File: src/rtl/pwm_pkg.sv
// Shared types and reset defaults for the multi-channel PWM block.
package pwm_pkg;
   typedef enum logic {ALIGN_EDGE = 1'b0, ALIGN_CENTER = 1'b1} align_e;
   typedef enum logic {UP = 1'b0, DOWN = 1'b1} dir_e;

   localparam int CNT_W_DEF      = 18;
   localparam int N_CH_DEF       = 4;
   localparam int PERIOD_RST_DEF = 200000;
   localparam int DUTY_RST_DEF   = 20000;
endpackage

File: src/rtl/pwm_channel.sv
// One PWM output: double-buffered duty register and the registered compare against the shared counter.
module pwm_channel
   import pwm_pkg::*;
#(
   parameter int CNT_W    = CNT_W_DEF,
   parameter int DUTY_RST = DUTY_RST_DEF
) (
   input  logic             clk,
   input  logic             reset,
   input  logic             en,
   input  logic             boundary,
   input  logic             pending,
   input  logic             load,
   input  logic [CNT_W-1:0] cnt,
   input  logic [CNT_W-1:0] duty,
   output logic             out
);
   logic [CNT_W-1:0] duty_sh_q, duty_sh_d;
   logic [CNT_W-1:0] duty_act_q, duty_act_d;
   logic [CNT_W-1:0] duty_eff;
   logic             out_q, out_d;

   always_comb begin
      // The shadow is bypassed at the boundary so the first compare of a period already uses the new duty.
      duty_eff   = (boundary && pending) ? duty_sh_q : duty_act_q;
      duty_act_d = duty_eff;
      duty_sh_d  = load ? duty : duty_sh_q;
      out_d      = en && (cnt < duty_eff);
   end

   always_ff @(posedge clk or negedge reset) begin
      if (!reset) begin
         duty_sh_q  <= CNT_W'(DUTY_RST);
         duty_act_q <= CNT_W'(DUTY_RST);
         out_q      <= 1'b0;
      end else begin
         duty_sh_q  <= duty_sh_d;
         duty_act_q <= duty_act_d;
         out_q      <= out_d;
      end
   end

   assign out = out_q;
endmodule

File: src/rtl/pwm_multi_channel.sv
// Multi-channel PWM: a shared edge- or center-aligned period counter feeding N_CH duty comparators,
// with double-buffered period/duty that switch over only at period boundaries.
module pwm_multi_channel
   import pwm_pkg::*;
#(
   parameter int CNT_W      = CNT_W_DEF,
   parameter int N_CH       = N_CH_DEF,
   parameter int ALIGN      = 0,
   parameter int PERIOD_RST = PERIOD_RST_DEF,
   parameter int DUTY_RST   = DUTY_RST_DEF
) (
   input  logic                  clk,
   input  logic                  reset,
   input  logic                  en,
   input  logic [CNT_W-1:0]      period,
   input  logic [N_CH*CNT_W-1:0] duty,
   input  logic                  load,
   output logic [N_CH-1:0]       out,
   output logic                  period_tick,
   output logic                  load_pending
);
   localparam align_e MODE = (ALIGN != 0) ? ALIGN_CENTER : ALIGN_EDGE;

   logic [CNT_W-1:0] cnt_q, cnt_d;
   dir_e             dir_q, dir_d;
   logic [CNT_W-1:0] per_sh_q, per_sh_d;
   logic [CNT_W-1:0] per_act_q, per_act_d;
   logic [CNT_W-1:0] per_eff, per_last;
   logic             pend_q, pend_d;
   logic             tick_q, tick_d;
   logic             boundary, apply;

   always_ff @(posedge clk or negedge reset) begin
      if (!reset) begin
         cnt_q     <= '0;
         dir_q     <= UP;
         per_sh_q  <= CNT_W'(PERIOD_RST);
         per_act_q <= CNT_W'(PERIOD_RST);
         pend_q    <= 1'b0;
         tick_q    <= 1'b0;
      end else begin
         cnt_q     <= cnt_d;
         dir_q     <= dir_d;
         per_sh_q  <= per_sh_d;
         per_act_q <= per_act_d;
         pend_q    <= pend_d;
         tick_q    <= tick_d;
      end
   end

   always_comb begin
      per_eff   = apply ? per_sh_q : per_act_q;
      // A zero period behaves as a one-count period.
      per_last  = (per_eff == '0) ? '0 : per_eff - CNT_W'(1);
      per_act_d = per_eff;
      per_sh_d  = load ? period : per_sh_q;
      pend_d    = load || (pend_q && !boundary);
      cnt_d     = cnt_q;
      dir_d     = dir_q;
      if (!en) begin
         cnt_d = '0;
         dir_d = UP;
      end else if (MODE == ALIGN_EDGE) begin
         cnt_d = (cnt_q == per_last) ? '0 : cnt_q + CNT_W'(1);
      end else begin
         // Turnarounds hold the end value for one extra cycle, giving a 2P-cycle period.
         case (dir_q)
            UP:      if (cnt_q == per_last) dir_d = DOWN; else cnt_d = cnt_q + CNT_W'(1);
            DOWN:    if (cnt_q == '0) dir_d = UP; else cnt_d = cnt_q - CNT_W'(1);
            default: dir_d = UP;
         endcase
      end
   end

   always_comb begin
      boundary = !en || (cnt_q == '0 && dir_q == UP);
      apply    = boundary && pend_q;
      tick_d   = en && boundary;
   end

   for (genvar i = 0; i < N_CH; i++) begin : g_ch
      pwm_channel #(.CNT_W(CNT_W), .DUTY_RST(DUTY_RST)) u_ch (
         .clk      (clk),
         .reset    (reset),
         .en       (en),
         .boundary (boundary),
         .pending  (pend_q),
         .load     (load),
         .cnt      (cnt_q),
         .duty     (duty[i*CNT_W +: CNT_W]),
         .out      (out[i])
      );
   end

   assign period_tick  = tick_q;
   assign load_pending = pend_q;
endmodule

File: config.mk
export PLATFORM = sky130hd
export DESIGN_NAME = pwm_multi_channel
export DESIGN_NICKNAME = d
export VERILOG_FILES = /design/src/rtl/pwm_pkg.sv /design/src/rtl/pwm_channel.sv /design/src/rtl/pwm_multi_channel.sv
export SDC_FILE = /design/constraint.sdc
export NUM_CORES = 1
export LEC_CHECK = 0
export BUFFER_PORTS_ARGS = -buffer_cell sky130_fd_sc_hd__buf_4
export CAP_MARGIN = 20
export CORE_MARGIN = 4
export CORE_UTILIZATION = 40
export CTS_CLUSTER_DIAMETER = 30
export DETAILED_ROUTE_END_ITERATION = 8
export GPL_TIMING_DRIVEN = 0
export HOLD_SLACK_MARGIN = 0.1
export PLACE_DENSITY_LB_ADDON = 0.12
export SYNTH_ARGS = -nofsm -noshare
export SYNTH_HDL_FRONTEND = slang
export SYNTH_SLANG_ARGS = --single-unit
File: constraint.sdc
create_clock -name clk -period 8.4 [get_ports clk]
set_clock_uncertainty 0.15 [all_clocks]
set_input_delay 0.42 -clock clk [delete_from_list [all_inputs] [get_ports clk]]
set_output_delay 0.42 -clock clk [all_outputs]
set_load 0.01 [all_outputs]
* Word-level counts from Yosys, hierarchy flattened
Index checks and enable logic that the tools add are counted.
Widths: inputs -> output; s select.
** Cells by class
- Add/sub/neg operators :: 2
- Multiply operators :: 0
- Div/mod/pow operators :: 0
- $lt $le $gt $ge :: 4
- Equal/unequal tests :: 1
- Shift operators :: 0
- Multiplexer cells :: 8
- Bitwise operators :: 0
- Reduce and logical (&&, ||, !) cells :: 13
** Operator list (count)
- $mux 18 :: 8
- $lt 18x18->1 :: 4
- $logic_not 18->1 :: 2
- $add 18x1->18 const B :: 1
- $eq 18x18->1 :: 1
- $sub 18x1->18 const B :: 1
- $logic_and 1x1->1 :: 7
- $logic_not 1->1 :: 2
- $logic_or 1x1->1 :: 2
** Word-level totals
- Register bits :: 204
- Latch bits :: 0
- Memory bits (writable) :: 0
- ROM bits :: 0
- Bits of input ports :: 94
- Output and inout port bits :: 6
- Logic and storage cells :: 45
- Memories :: 0

* Depth between registers and ports, before layout
- Word-level depth :: 9
- Gate-level depth with buffers :: 24
- Depth with buffers taken out :: 16

* By module
From an unflattened synthesis, not the netlist that was laid out.
** Second synthesis, totals
- Cell total of the unflattened synthesis :: 984
- Area, all modules :: 11005.6 um^2
** By module, submodules not included
- pwm_channel :: times used 4, cells an instance 139, area an instance 1803.0 um^2, sequential area each 938.4 um^2
- pwm_multi_channel :: times used 1, cells an instance 428, area an instance 3793.6 um^2, sequential area each 1416.4 um^2

* Worst setup path after synthesis
Ideal clock, no wire load.
- Path type :: flip-flop to flip-flop
- Start :: register cnt_q[1]
- End :: register cnt_q[10]
- Library setup time :: 135 ps
- Arrival time :: 5526 ps
- Data required time :: 8115 ps
- Path slack :: 2589 ps
- Stages on the path, launching flop included :: 25
- Path buffers :: 8
- Period minus slack after synthesis :: 5811 ps
- Path through :: dfrtp_1 -> inv_1 -> ha_1 -> nor4b_1 -> nand3_1 -> o2bb2ai_1 -> buf_4 -> buf_4 -> buf_2 -> buf_2 -> buf_1 -> mux2i_1 -> ha_1 -> clkbuf_1 -> nor3b_1 -> nand3_2 -> or3_1 -> buf_2 -> nand3b_1 -> a21oi_1 -> nor4_1 -> a31oi_1 -> a2111oi_4 -> buf_6 -> a211oi_1
** On the way
- Longest elaborated chain between the ends :: 9
- Elaborated cells on any way between the ends :: 11
- Classes of those cells :: 2 x add/sub; 1 x eq/ne; 4 x mux; 4 x reduce/logical
** RTL lines
- start, declared :: line pwm_multi_channel.sv:24 : logic [CNT_W-1:0] cnt_q, cnt_d;
- start signal, assigned :: line pwm_multi_channel.sv:42 : cnt_q <= cnt_d;
- $logic_not 18->1 :: line pwm_multi_channel.sv:76 : boundary = !en || (cnt_q == '0 && dir_q == UP);
- $logic_or 1x1->1 :: line pwm_multi_channel.sv:76
- $logic_and 1x1->1 :: line pwm_multi_channel.sv:77 : apply = boundary && pend_q;
- $mux 18 :: line pwm_multi_channel.sv:52 : per_eff = apply ? per_sh_q : per_act_q;
- $sub 18x1->18 or $logic_not 18->1 (tied branches) :: line pwm_multi_channel.sv:54 : per_last = (per_eff == '0) ? '0 : per_eff - CNT_W'(1);
- $mux 18 :: line pwm_multi_channel.sv:54
- $eq 18x18->1
- $mux 18 * :: line pwm_multi_channel.sv:64 : cnt_d = (cnt_q == per_last) ? '0 : cnt_q + CNT_W'(1);
- $mux 18 * :: line pwm_multi_channel.sv:60 : if (!en) begin
- net cnt_d[10] :: line pwm_multi_channel.sv:24
The timed path passes the listed nets; every way through them passes the cells marked *.
A chain may end at the register's enable or synchronous reset.

* Worst setup path in the final report
- Start :: register cnt_q[14]
- End :: register cnt_q[15]
Same word-level chain as after synthesis.

==> results.yml <==
worst_hold_path:
  hold_class: "flip-flop to flip-flop"
  holdPathStages: 2
  holdPathEnd: "g_ch[3].u_ch.duty_act_q[6]"
  min-delay-start: "g_ch[3].u_ch.duty_act_q[6]"
die:
  dieWidth_um: 174
  io_pins: 100
  rows: 60
  die_area_um2: 30200
  die_h_um: 174
  start_util_pct: 40.7
  core-area_um2: 27000
placement:
  gp_congestion: 0.898
  dp_hpwl_um: 20500
  io_buffers: 98
sta:
  slew_headroom_pct: 24.0
  layout_worst_path_cycle_share_pct: 93.4
  maxSlewViolCount: 0
  hold_viol_final: 0
  max_freq_ghz: 0.127
  period_needed_ps: 7850
  setup_viol: 0
  worst_pin_slew_ps: 1130
  setup_tns_ps: 0
  whs_ps: 329
  rsz0062_at_grt: "no"
clock_network:
  cts_resized: 0
  clockRootBuffer: "clkbuf_16"
  htreeDepth: 2
  cts_made_buffers: 55
  clk_pin_slew_worst_paths_ps: 40
  cts_num_sinks: 204
  cts_max_path_buffers: 3
  tritoncts: "done"
  clk_latency_ps: 560
final_layout:
  final_net_count: 1383
  fillCellCount: 2356
  utilization_pct: 56.5
  final_layout_size_suffix_gt1_share_pct: 30.3
  multiInputGateArea_um2: 5300
  antenna_cells: 0
  syn2layout_area_growth_pct: 38.6
  seqCellArea_um2: 5170
logic_synthesis:
  synth_cells: 970
  synth_flop_cell: "dfrtp_1"
  yosysSeqAreaShare_pct: 46.9
  async_flop_share_pct: 100
  postSynthAreaPerCell_um2: 11.4
  ys_ff_latch: 204
  synth-edff-count: 0
  synth.distinct_cells: 69
  syn-num-nets: 1135
  yosys_warnings: 0
  syn_area_um2: 11000
setup_path:
  worst_ep_arrival_time_ps: 8100
  rrSetupSlack_ps: 550
  crit_path_end_kind: "flip-flop"
  r2r_cells: 21
  critPathLaunchType: "flip-flop"
  crit_required_ps: 8650
  crit_path_max_fanout: 10
  worstReg2RegEnd: "cnt_q[15]"
  criticalPathCategory: "flip-flop to flip-flop"
  r2r-start: "cnt_q[14]"
grt:
  grt_pass1_wl_um: 48800
  grt_antenna_before_repair: 0
  grt_max_degree: 105
  grt_usage_pct: 20.1
  grt-ovfl-total: 0
  grt_pass1_vias: 8766
pwr:
  total_leakage_power_nw: 7.09
  irDropWorstVdd_uv: 158
  power_density_nw_per_um2: 281
drt:
  avgViaCountPerCell: 5.12
  remaining_drc_errors: 0
  routedWlPerCell_um: 18.6
  ant_nets: 0
  drt_iter0_drc: 400
  wirelength_um: 29800
  dr.pass1.iters: 5
  vias: 8224
status:
  outcome: "complete, no violations"
job:
  maxCapViolCount: 0
metal layers:
metal / up-vias / part of all wire (%) / track usage [%]
li1: 3972 / - / -
met1: 3998 / 48 / 28.5
met2: 193 / 45 / 31.4
met3: 61 / 4.5 / 3.55
met4: 0 / 2.5 / 6.66
met5: - / 0 / 0
logic make-up after synthesis:
kind of cell / count (synthesis) / synth area share [%]
and+or+nand+nor: 224 / 11.0
xor gates and xnor gates: 48 / 3.82
AOI/OAI and AO/OA: 117 / 7.31
adders and majority gates: 71 / 8.07
DFF: 204 / 46.9
buffers and inverters: 124 / 4.91
muxes: 182 / 18.0
repair_timing:
action | 4_1_cts | 5_1_grt
endpoints found under the hold margin | 164 | 0
hold buffers | 92 | 0
setup buffers | 0 | 0
metrics by stage:
| stage | power, mW | instances | cell area, um2 | setup WS, ps |
|---|---|---|---|---|
| floorplan | 1.67 | 970 | 11000 | 2590 |
| global placement | 1.88 | 1409 | 12200 | 584 |
| detailed placement | 1.89 | 1410 | 12200 | 546 |
| CTS | 4.34 | 1605 | 15300 | 501 |
| global route | 4.50 | 1605 | 15300 | 12.1 |
| finish | 4.29 | 1605 | 15300 | 550 |
cells in the mapped netlist, types with 3 or more instances:
cell | instances | area share [%]
buf_2 | 6 | 0.27
o211ai_1 | 4 | 0.27
o21ai_0 | 19 | 0.86
xor2_1 | 24 | 1.9
nor3_1 | 19 | 0.86
ha_1 | 71 | 8.1
a21o_1 | 15 | 1.0
buf_4 | 7 | 0.48
inv_1 | 77 | 2.6
dfstp_2 | 52 | 12
nor4_1 | 17 | 0.97
nand2_1 | 64 | 2.2
dfrtp_1 | 152 | 35
a31oi_1 | 3 | 0.17
mux2i_1 | 79 | 7.2
xnor2_1 | 24 | 1.9
clkbuf_1 | 20 | 0.68
a211oi_1 | 19 | 1.3
nand4_1 | 16 | 0.91
o31ai_1 | 5 | 0.34
nor3b_1 | 7 | 0.48
or4_1 | 4 | 0.27
nand2b_1 | 7 | 0.40
and4_1 | 6 | 0.48
a21oi_1 | 30 | 1.4
mux2_2 | 101 | 10
or3_1 | 7 | 0.40
nor2b_1 | 10 | 0.57
nor2_1 | 28 | 0.95
o311ai_0 | 3 | 0.24
nand3_1 | 18 | 0.82
buf_6 | 3 | 0.31
buf_1 | 6 | 0.20
layout make-up:
cell class | instances | share of cell area [%]
tap | 341 | 2.80
timing repair buffer | 191 | 11.1
inverter | 78 | 1.92
clock buffer | 73 | 10.1
multi-input combinational | 642 | 34.7
buffer | 46 | 1.62
clock inverter | 30 | 3.84
sequential | 204 | 33.9
worst max-delay path by stage:
stage                     depth (start not counted)        end       from  slack (ps)
final                                            21  cnt_q[15]  cnt_q[14]         550
after global routing                             23  cnt_q[11]  cnt_q[14]          10
after global placement                           21  cnt_q[12]  cnt_q[14]         580
after floorplan                                  24  cnt_q[10]   cnt_q[1]        2590
after detailed placement                         21  cnt_q[15]  cnt_q[14]         550
after CTS                                        21  cnt_q[15]  cnt_q[14]         500
state kept, by name, summed over array words and instances (netlist names):
register,count
per_sh_q,18
cnt_q,18
g_ch.u_ch.out,4
period_tick,1
per_act_q,18
load_pending,1
g_ch.u_ch.duty_act_q,72
g_ch.u_ch.duty_sh_q,72
cell usage in the layout (no fill, tap or decap), types with 15 or more instances in the layout:
cell | netlist | final
dfstp_2 | 52 | 52
a21o_1 | 15 | 15
mux2i_1 | 79 | 79
a21oi_1 | 30 | 30
buf_4 | 7 | 104
nand4_1 | 16 | 16
xnor2_1 | 24 | 24
nand3_1 | 18 | 18
nand2_1 | 64 | 64
nor3_1 | 19 | 19
clkbuf_16 | 0 | 56
a211oi_1 | 19 | 19
dfrtp_1 | 152 | 152
dlygate4sd3_1 | 1 | 93
xor2_1 | 24 | 24
bufinv_16 | 0 | 15
o21ai_0 | 19 | 19
clkbuf_1 | 20 | 29
nor2_1 | 28 | 28
inv_1 | 77 | 77
nor4_1 | 17 | 17
mux2_2 | 101 | 101
ha_1 | 71 | 71
report_power, final:
group          total, mW  internal, mW  leakage, nW  switching (mW)
combinational      0.641         0.300         3.70           0.341
sequential          1.27          1.17         2.37          0.0981
clock               2.37          1.74         1.03           0.630
total               4.29          3.22         7.09            1.07
critical path, cell delays in order (launching register included):
cell       delay (ps)
dfrtp_1           530
buf_6             220
nor3_1            540
nand3_1           160
o2bb2ai_1         330
buf_4             280
buf_4             210
buf_2             270
buf_2             320
buf_1             780
mux2i_1           330
ha_1              180
clkbuf_1          370
nor3b_1           490
nand3_2           230
nor2_1            290
mux2_2            330
nor2_1             60
a211o_1           320
nor4_2            860
buf_4             320
a211oi_1           90
Power figures use the tool's default switching activity.
